## config.mk

```make
export PLATFORM = sky130hd
export DESIGN_NAME = if_fetch_unit
export DESIGN_NICKNAME = d
export VERILOG_FILES = /design/src/rtl/if_fetch_unit.sv
export SDC_FILE = /design/constraint.sdc
export NUM_CORES = 1
export LEC_CHECK = 0
export BUFFER_PORTS_ARGS = -buffer_cell sky130_fd_sc_hd__buf_4
export CAP_MARGIN = 15
export CORE_UTILIZATION = 41
export DETAILED_ROUTE_END_ITERATION = 10
export HOLD_SLACK_MARGIN = 0.1
export PLACE_DENSITY = 0.76
export SYNTH_ARGS = -nofsm -noshare
export SYNTH_HDL_FRONTEND = slang
export SYNTH_SLANG_ARGS = --single-unit
```

## constraint.sdc

```tcl
create_clock -name clk_i -period 2 [get_ports clk_i]
set_input_delay 0.2 -clock clk_i [delete_from_list [all_inputs] [get_ports clk_i]]
set_output_delay 0.2 -clock clk_i [all_outputs]
set_load 0.005 [all_outputs]
```

## src/rtl/if_fetch_unit.sv

```systemverilog
// Instruction-fetch stage: PC -> variable-latency imem handshake -> IF/ID register.
// Define IF_PERF_CNT_EN to add the fetch/stall performance counters.
`timescale 1ns/1ps
module if_fetch_unit (
  input  logic        clk_i,
  input  logic        rst_i,
  input  logic        start_i,
  input  logic [31:0] pc_i,
  input  logic        stall_i,
  input  logic        flush_i,
  output logic        imem_req_o,
  output logic [31:0] imem_addr_o,
  input  logic        imem_ack_i,
  input  logic [31:0] imem_data_i,
  output logic        fetch_stall_o,
  output logic [31:0] ifid_pc_o,
  output logic [31:0] ifid_instr_o,
  output logic        ifid_valid_o
`ifdef IF_PERF_CNT_EN
  ,
  output logic [31:0] perf_fetch_cnt_o,
  output logic [31:0] perf_stall_cnt_o
`endif
);

  localparam int unsigned XLEN = 32;
  localparam logic [XLEN-1:0] NOP_INSTR = 32'h0000_0000;
  localparam logic [XLEN-1:0] PC_INC    = 32'd4;

  typedef enum logic [1:0] {
    S_IDLE  = 2'd0,
    S_FETCH = 2'd1,
    S_HOLD  = 2'd2
  } state_t;

  typedef struct packed {
    logic [XLEN-1:0] instr;
    logic [XLEN-1:0] pc;
  } ifid_t;

  state_t          r_state;
  state_t          w_state_nxt;
  ifid_t           r_ifid;
  ifid_t           w_ifid_nxt;
  logic            r_ifid_valid;
  logic            w_valid_nxt;
  logic            w_ifid_we;
  ifid_t           r_hold;
  ifid_t           w_hold_nxt;
  logic            r_drop;
  logic            w_drop_nxt;
  logic [XLEN-1:0] w_pc_inc;

  assign w_pc_inc    = XLEN'(pc_i + PC_INC);
  assign imem_addr_o = pc_i;

  // State register
  always_ff @(posedge clk_i or negedge rst_i) begin
    if (!rst_i) r_state <= S_IDLE;
    else        r_state <= w_state_nxt;
  end

  // Next-state logic; start_i=0 overrides everything
  always_comb begin
    w_state_nxt = r_state;
    if (!start_i) begin
      w_state_nxt = S_IDLE;
    end else begin
      case (r_state)
        S_IDLE:  w_state_nxt = S_FETCH;
        S_FETCH: if (!flush_i && !r_drop && stall_i && imem_ack_i) w_state_nxt = S_HOLD;
        S_HOLD:  if (flush_i || !stall_i) w_state_nxt = S_FETCH;
        default: w_state_nxt = S_IDLE;
      endcase
    end
  end

  // Handshake outputs and IF/ID / hold-buffer / drop-flag next values
  always_comb begin
    imem_req_o    = 1'b0;
    fetch_stall_o = 1'b0;
    w_ifid_nxt    = r_ifid;
    w_valid_nxt   = r_ifid_valid;
    w_ifid_we     = 1'b0;
    w_hold_nxt    = r_hold;
    w_drop_nxt    = r_drop;
    if (!start_i) begin
      w_ifid_nxt  = '{instr: NOP_INSTR, pc: '0};
      w_valid_nxt = 1'b0;
      w_ifid_we   = 1'b1;
      w_drop_nxt  = 1'b0;
    end else begin
      case (r_state)
        S_FETCH: begin
          imem_req_o    = 1'b1;
          fetch_stall_o = ~imem_ack_i;
          if (flush_i) begin
            // Data acked alongside the flush is simply ignored; a later ack must be dropped
            w_ifid_nxt.instr = NOP_INSTR;
            w_valid_nxt      = 1'b0;
            w_ifid_we        = 1'b1;
            w_drop_nxt       = ~imem_ack_i;
          end else if (imem_ack_i) begin
            if (r_drop) begin
              w_drop_nxt = 1'b0;
            end else if (stall_i) begin
              w_hold_nxt = '{instr: imem_data_i, pc: w_pc_inc};
            end else begin
              w_ifid_nxt  = '{instr: imem_data_i, pc: w_pc_inc};
              w_valid_nxt = 1'b1;
              w_ifid_we   = 1'b1;
            end
          end
        end
        S_HOLD: begin
          fetch_stall_o = 1'b1;
          if (flush_i) begin
            w_ifid_nxt.instr = NOP_INSTR;
            w_valid_nxt      = 1'b0;
            w_ifid_we        = 1'b1;
          end else if (!stall_i) begin
            w_ifid_nxt  = r_hold;
            w_valid_nxt = 1'b1;
            w_ifid_we   = 1'b1;
          end
        end
        default: ;
      endcase
    end
  end

  // IF/ID register, hold buffer and drop flag; IF/ID only written on an explicit load/squash
  always_ff @(posedge clk_i or negedge rst_i) begin
    if (!rst_i) begin
      r_ifid       <= '{instr: NOP_INSTR, pc: '0};
      r_ifid_valid <= 1'b0;
      r_hold       <= '0;
      r_drop       <= 1'b0;
    end else begin
      if (w_ifid_we) begin
        r_ifid       <= w_ifid_nxt;
        r_ifid_valid <= w_valid_nxt;
      end
      r_hold <= w_hold_nxt;
      r_drop <= w_drop_nxt;
    end
  end

  assign ifid_instr_o = r_ifid.instr;
  assign ifid_pc_o    = r_ifid.pc;
  assign ifid_valid_o = r_ifid_valid;

`ifdef IF_PERF_CNT_EN
  logic [31:0] r_perf_fetch;
  logic [31:0] r_perf_stall;

  // Valid IF/ID loads and stalled cycles, cleared whenever the CPU is stopped
  always_ff @(posedge clk_i or negedge rst_i) begin
    if (!rst_i) begin
      r_perf_fetch <= '0;
      r_perf_stall <= '0;
    end else if (!start_i) begin
      r_perf_fetch <= '0;
      r_perf_stall <= '0;
    end else begin
      if (w_ifid_we && w_valid_nxt) r_perf_fetch <= 32'(r_perf_fetch + 32'd1);
      if (fetch_stall_o)            r_perf_stall <= 32'(r_perf_stall + 32'd1);
    end
  end

  assign perf_fetch_cnt_o = r_perf_fetch;
  assign perf_stall_cnt_o = r_perf_stall;
`endif

endmodule

```

==> results of run 1 <==
[power groups by stage]
stage / clock network (mW) / registers [mW] / logic (mW)
after floorplan: 0 / 3.75 / 1.35
after global placement: 0 / 3.79 / 2.29
after detailed placement: 0 / 3.82 / 2.36
after CTS: 3.33 / 3.79 / 2.48
after global routing: 3.47 / 3.89 / 2.94
final: 3.29 / 3.81 / 2.67
[timing repair]
item	in CTS	in global routing
hold buffers	37	0
pin swaps	3	8
endpoints found under the setup margin	3	64
cloned	0	4
hold endpoints to repair	92	0
gates resized for setup	7	29
buffers inserted	1	2
[flip-flops by register name (all words and copies together), names as in the netlist]
| register | cells |
|---|---|
| r_drop | 1 |
| r_hold | 64 |
| ifid_instr_o | 32 |
| ifid_pc_o | 32 |
| r_state | 2 |
| ifid_valid_o | 1 |
[cell families after synthesis]
family	share of synthesized area [%]
buffers and inverters	7.10
AO/OA/AOI/OAI	13.5
AND/OR/NAND/NOR	18.9
multiplexers	5.83
flip-flops	50.3
adder cells (fa/ha/maj)	0.952
XOR/XNOR	3.47
[per-stage QoR]
stage	hold WS (ns)	setup TNS [ns]	power, mW	utilization (%)
3_5_place_dp	0.222	-0.0717	6.19	52.1
3_3_place_gp	0.219	0	6.08	52.1
6_report	0.114	0	9.77	60.4
2_1_floorplan	-0.0956	0	5.10	-
4_1_cts	0.102	-0.00262	9.60	58.8
5_1_grt	0.111	-0.427	10.3	60.4
[worst max-delay path, stage by stage (launching register included)]
cell and delay (ns):
dfrtp_1 0.38, buf_4 0.15, ha_4 0.17, buf_8 0.13
clkinv_4 0.04, buf_12 0.08, o21ai_0 0.06, and3_1 0.21
buf_4 0.14
[synth_stat cells (2+ instances only)]
cell,n,area share [%]
a211oi_1,8,0.91
a32oi_1,9,1.2
nor4_2,5,0.95
nor4_1,2,0.19
o31ai_1,35,4.0
xnor2_1,11,1.5
mux2_1,2,0.34
o22a_1,2,0.27
nand3_2,2,0.30
clkbuf_1,22,1.3
a21oi_1,6,0.46
nand2b_1,3,0.29
and3_1,2,0.19
a21o_1,5,0.57
o21ai_0,25,1.9
nand3_1,11,0.84
nor2_1,28,1.6
inv_1,9,0.51
ha_1,5,0.95
and2_1,2,0.19
nor2b_1,4,0.38
a22o_1,2,0.27
mux2i_1,36,5.5
nand2_1,194,11
o21ai_1,27,2.1
xor2_1,15,2.0
buf_2,13,0.99
nor3_1,8,0.61
buf_4,32,3.7
nand4_1,10,0.95
buf_6,2,0.34
dfrtp_1,132,50
buf_1,4,0.23
[area by class of cell]
type | count | area [sq um]
fillers | 1275 | 6110
flip-flops and latches | 132 | 3300
multi-input cells | 481 | 2990
repair buffers | 246 | 2090
clock buffers | 22 | 474
well taps | 211 | 264
clock inverters | 10 | 153
inverters | 11 | 46.3
[worst paths after layout]
check,from,to,slack [ns],depth (start not counted)
worst min register to register,r_hold[3],r_hold[3],0.47,2
min in group asynchronous,rst_i,ifid_instr_o[2],0.33,2
worst min-delay path,pc_i[25],ifid_pc_o[25],0.11,3
max in group asynchronous,rst_i,r_hold[2],1.00,3
worst max register to register,r_state[1],ifid_pc_o[14],0.03,7
worst max-delay path,r_state[1],fetch_stall_o,0.01,8
[cells in the final DEF, fill, tap and decap left out, types with 11 or more instances in the layout]
cell,n
xnor2_1,11
dfrtp_1,132
clkbuf_16,20
xor2_1,15
buf_4,196
dlygate4sd3_1,37
mux2i_1,36
o31ai_1,23
nand2_1,194
o21ai_1,27
o21ai_0,25
nor2_1,28
o31ai_2,11
[routing by layer]
layer,vias to the layer above,track usage [%],routed length (um)
met5,-,0,0
met4,0,5.67,141
met3,11,5.41,1180
met2,211,36.8,8930
met1,2799,28.0,7880
li1,2743,-,-
==> flow_summary.yaml, run 1 <==
final_layout:
  syn_to_final_growth_pct: 41.8
  drive_gt1_share_pct: 31.5
  nets: 964
  n_antenna_cell: 0
  finalNonFillerCells: 1113
  final_cell_area_sq_um: 9320
logic_synthesis:
  async_reset_ff_share_pct: 100
  synth.distinct_cells: 56
  syn_avg_cell_area_sq_um: 9.44
  synth-edff-count: 0
  synthesis.area_sq_um: 6570
  ys_ff_latch: 132
  synth_cells: 696
  yosysWarningCount: 0
  seq_area_frac_synth_pct: 50.3
  synth_nets: 771
  synth_ff_type: "dfrtp_1"
sta:
  finalHoldViolCount: 0
  skew_ns: 0.00744
  worst_pin_slew_ns: 0.793
  setup_ws_ns: 0.0116
  period_minus_slack_ns: 1.99
  finalCritPeriodShare_pct: 99.4
  slew_headroom_pct: 47.1
  grt_setup_unrepaired: "true"
  setup_viol: 0
  clock.fmax_ghz: 0.503
  slew_viol_final: 0
power:
  ir_drop_uv: 691
  switching_share_pct: 29.7
  combPwrFrac_pct: 27.3
  p_leak_nw: 4.43
  clock_power_share_pct: 33.7
  p_int_mw: 6.87
  switchingPower_mw: 2.90
  power_density_nw_per_um2: 1050
  p_seq_share_pct: 39.0
job:
  drv_cap: 0
critical_path:
  critical_path_arrival_ns: 1.79
  cp_max_fo: 5
  crit_path_end_kind: "output port"
  critical_path_class: "flop to output port"
  startpoint_type: "flop"
  cp.required_ns: 1.80
place:
  dpl.cell_count: 1037
  place_congestion: 0.797
  preCtsSetupSlack_ns: -0.0403
  hpwl_mm: 11.7
  io_buffer_count: 168
  place_area_sq_um: 8040
floorplanning:
  die_x_um: 129
  dieArea_sq_um: 16500
  row_count: 45
  coreArea_sq_um: 15400
  die_height_um: 129
  num_io_pins: 169
  start_util_pct: 42.6
detailed_routing:
  vias: 5764
  route.detailed.drc: 0
  wire_per_inst_um: 16.3
  antenna_left: 0
  routed_wl_mm: 18.1
  drtIter0Drc: 324
  vias_per_cell: 5.18
  drtPass1Iterations: 5
global_routing:
  grt_pass1_wl_mm: 27.8
  grt_max_degree: 59
  overflow: 0
  grt_antenna_before_repair: 0
  track_usage_pct: 21.8
  grt_pass1_vias: 5587
clock_tree:
  cts_sinks: 132
  htree_num_levels: 4
  numCtsBuffers: 17
  root_buffer: "clkbuf_16"
  clock_path_buffers: 2
  clkTransAtPathRegs_ns: 0.06
  clock_latency_ns: 0.41
  cts_tree: "done"
outcome:
  status: "finished clean"
hold_path:
  hold_class: "input port to flop"
(Power assumes the default switching activity.)
==> run 2: changes to the inputs <==
- SETUP_SLACK_MARGIN: unset -> 0.02
==> run 2 against run 1 <==
Compared with the run above: the flow now finishes with violations (negative setup slack); critical path depth is 1 lower; non-clock buffer count is 8 higher; die area stayed put; clock skew is 0.00059 ns lower; cell count is 0.72% higher; first-iteration DRC count is 5.6% higher; combinational power is 10% higher; design area is 4.0% higher; via count is 2.3% higher; power is 3.1% higher.
==> flow_summary.yaml, run 2 (same netlist as run 1, synthesis figures left out) <==
clock_tree:
  clkTransAtPathRegs_ns: 0.06
  cts_tree: "done"
  clock_latency_ns: 0.42
  clock_path_buffers: 2
  cts_sinks: 132
  root_buffer: "clkbuf_16"
  htree_num_levels: 4
  numCtsBuffers: 17
critical_path:
  slowest_delay_ns: 0.41
  crit_path_end_kind: "flop"
  cp_max_fo: 6
  worstPathCellList: "inv_2, ha_4, o21ai_2, or2_4, o31a_4, buf_12, mux2_4"
  critical_path_class: "flop to flop"
  crit_family: "compound AO/OA/AOI/OAI gates"
  slowest_stage: "o31a_4"
  crit_buf_inv: 2
  critical_path_arrival_ns: 2.32
  startpoint_type: "flop"
  cp.required_ns: 2.31
power:
  power_density_nw_per_um2: 1040
  p_total_mw: 10.1
  ir_drop_uv: 697
  p_leak_nw: 4.55
sta:
  finalHoldViolCount: 0
  period_minus_slack_ns: 2.01
  finalCritPeriodShare_pct: 101
  worst_pin_slew_ns: 0.737
  setup_viol: 2
  skew_ns: 0.00685
  grt_setup_unrepaired: "true"
  slew_viol_final: 0
  clock.fmax_ghz: 0.497
  whs_ns: 0.111
  setup_ws_ns: -0.0114
  slew_headroom_pct: 50.9
final_layout:
  multi_input_area_sq_um: 3260
  syn_to_final_growth_pct: 47.5
  seq_area_sq_um: 3300
  n_antenna_cell: 0
  layout_commonest_cell: "buf_4"
  num-fill-cells: 1223
  largest_register: "r_hold"
  mostFrequentLayoutCells: "buf_4 (199), nand2_1 (183), dfrtp_1 (132), dlygate4sd3_1 (37), mux2i_1 (36)"
  drive_gt1_share_pct: 35.7
  nets: 972
  largest_reg_flops: 64
detailed_routing:
  drtIter0Drc: 342
  wire_per_inst_um: 17.0
  routed_wl_mm: 19.0
  vias_per_cell: 5.26
  antenna_left: 0
  route.detailed.drc: 0
  drtPass1Iterations: 5
  vias: 5898
job:
  drv_cap: 0
global_routing:
  overflow: 0
  grt_pass1_wl_mm: 27.8
  grt_pass1_vias: 5599
  track_usage_pct: 21.8
  grt_antenna_before_repair: 0
  grt_max_degree: 59
place:
  hpwl_mm: 11.7
  place_congestion: 0.797
  io_buffer_count: 168
outcome:
  violations: "negative setup slack"
  status: "finished, violations left"
floorplanning:
  die_x_um: 129
  start_util_pct: 42.6
  row_count: 45
  dieArea_sq_um: 16500
  num_io_pins: 169
  die_height_um: 129
  coreArea_sq_um: 15400
hold_path:
  hold_class: "input port to flop"
run 2: changes by cell type in the layout (fill, tap and decap cells not counted), sizes merged:
cell	change
buf	+6
clkbuf	+2
clkinv	-1
inv	+1
run 2: worst paths after layout:
path	start	to	slack, ns	cells after the start
max	r_state[1]	ifid_pc_o[16]	-0.01	7
max reg2reg	r_state[1]	ifid_pc_o[16]	-0.01	7
min reg2reg	r_hold[61]	r_hold[61]	0.47	2
min	pc_i[25]	ifid_pc_o[25]	0.11	3
min in group asynchronous	rst_i	ifid_instr_o[2]	0.33	2
max in group asynchronous	rst_i	r_hold[2]	1.00	3
run 2: worst register-to-register path: stages, from the launching register on:
cell and delay, ns:
dfrtp_1 0.37, inv_2 0.08, ha_4 0.27, o21ai_2 0.04, or2_4 0.26, o31a_4 0.41
buf_12 0.17, mux2_4 0.29
run 2: routing by layer:
layer | up-vias | global-route usage, % | wire length (um)
li1 | 2769 | - | -
met1 | 2904 | 28.1 | 8350
met2 | 205 | 36.8 | 9450
met3 | 20 | 5.32 | 1010
met4 | 0 | 5.67 | 198
met5 | - | 0 | 0
run 2: final cells by class:
| class | instances | area share [%] |
|---|---|---|
| inverter | 11 | 0.452 |
| clock inverter | 10 | 1.58 |
| multi-input combinational | 481 | 33.6 |
| timing repair buffer | 254 | 22.7 |
| tap | 211 | 2.72 |
| clock buffer | 22 | 4.89 |
| sequential | 132 | 34.1 |
run 2: repair_timing:
item,in CTS,in global routing
gates resized for setup,7,79
setup endpoints to repair,4,65
setup buffers,4,5
endpoints found under the hold margin,92,0
hold buffers,37,0
gates cloned,0,7
pin swaps,3,31
run 2: report_power, final:
part	internal (mW)	switching, mW	leakage, nW
Combinational	1.43	1.52	2.50
Sequential	3.39	0.424	1.75
Clock	2.17	1.13	0.310
run 2: stage by stage:
| stage | utilization (%) | setup WS (ns) | cells | setup TNS, ns | instance area (sq um) |
|---|---|---|---|---|---|
| finish | 62.8 | -0.0114 | 1121 | -0.0168 | 9690 |
| global route | 62.8 | -0.0764 | 1121 | -1.45 | 9690 |
| CTS | 58.9 | 0.0174 | 1110 | 0 | 9090 |
| detailed placement | 52.1 | -0.0403 | 1037 | -0.0717 | 8040 |
| global placement | 52.1 | 0.0145 | 1037 | 0 | 8040 |
| floorplan | - | 0.0482 | 696 | 0 | 6570 |
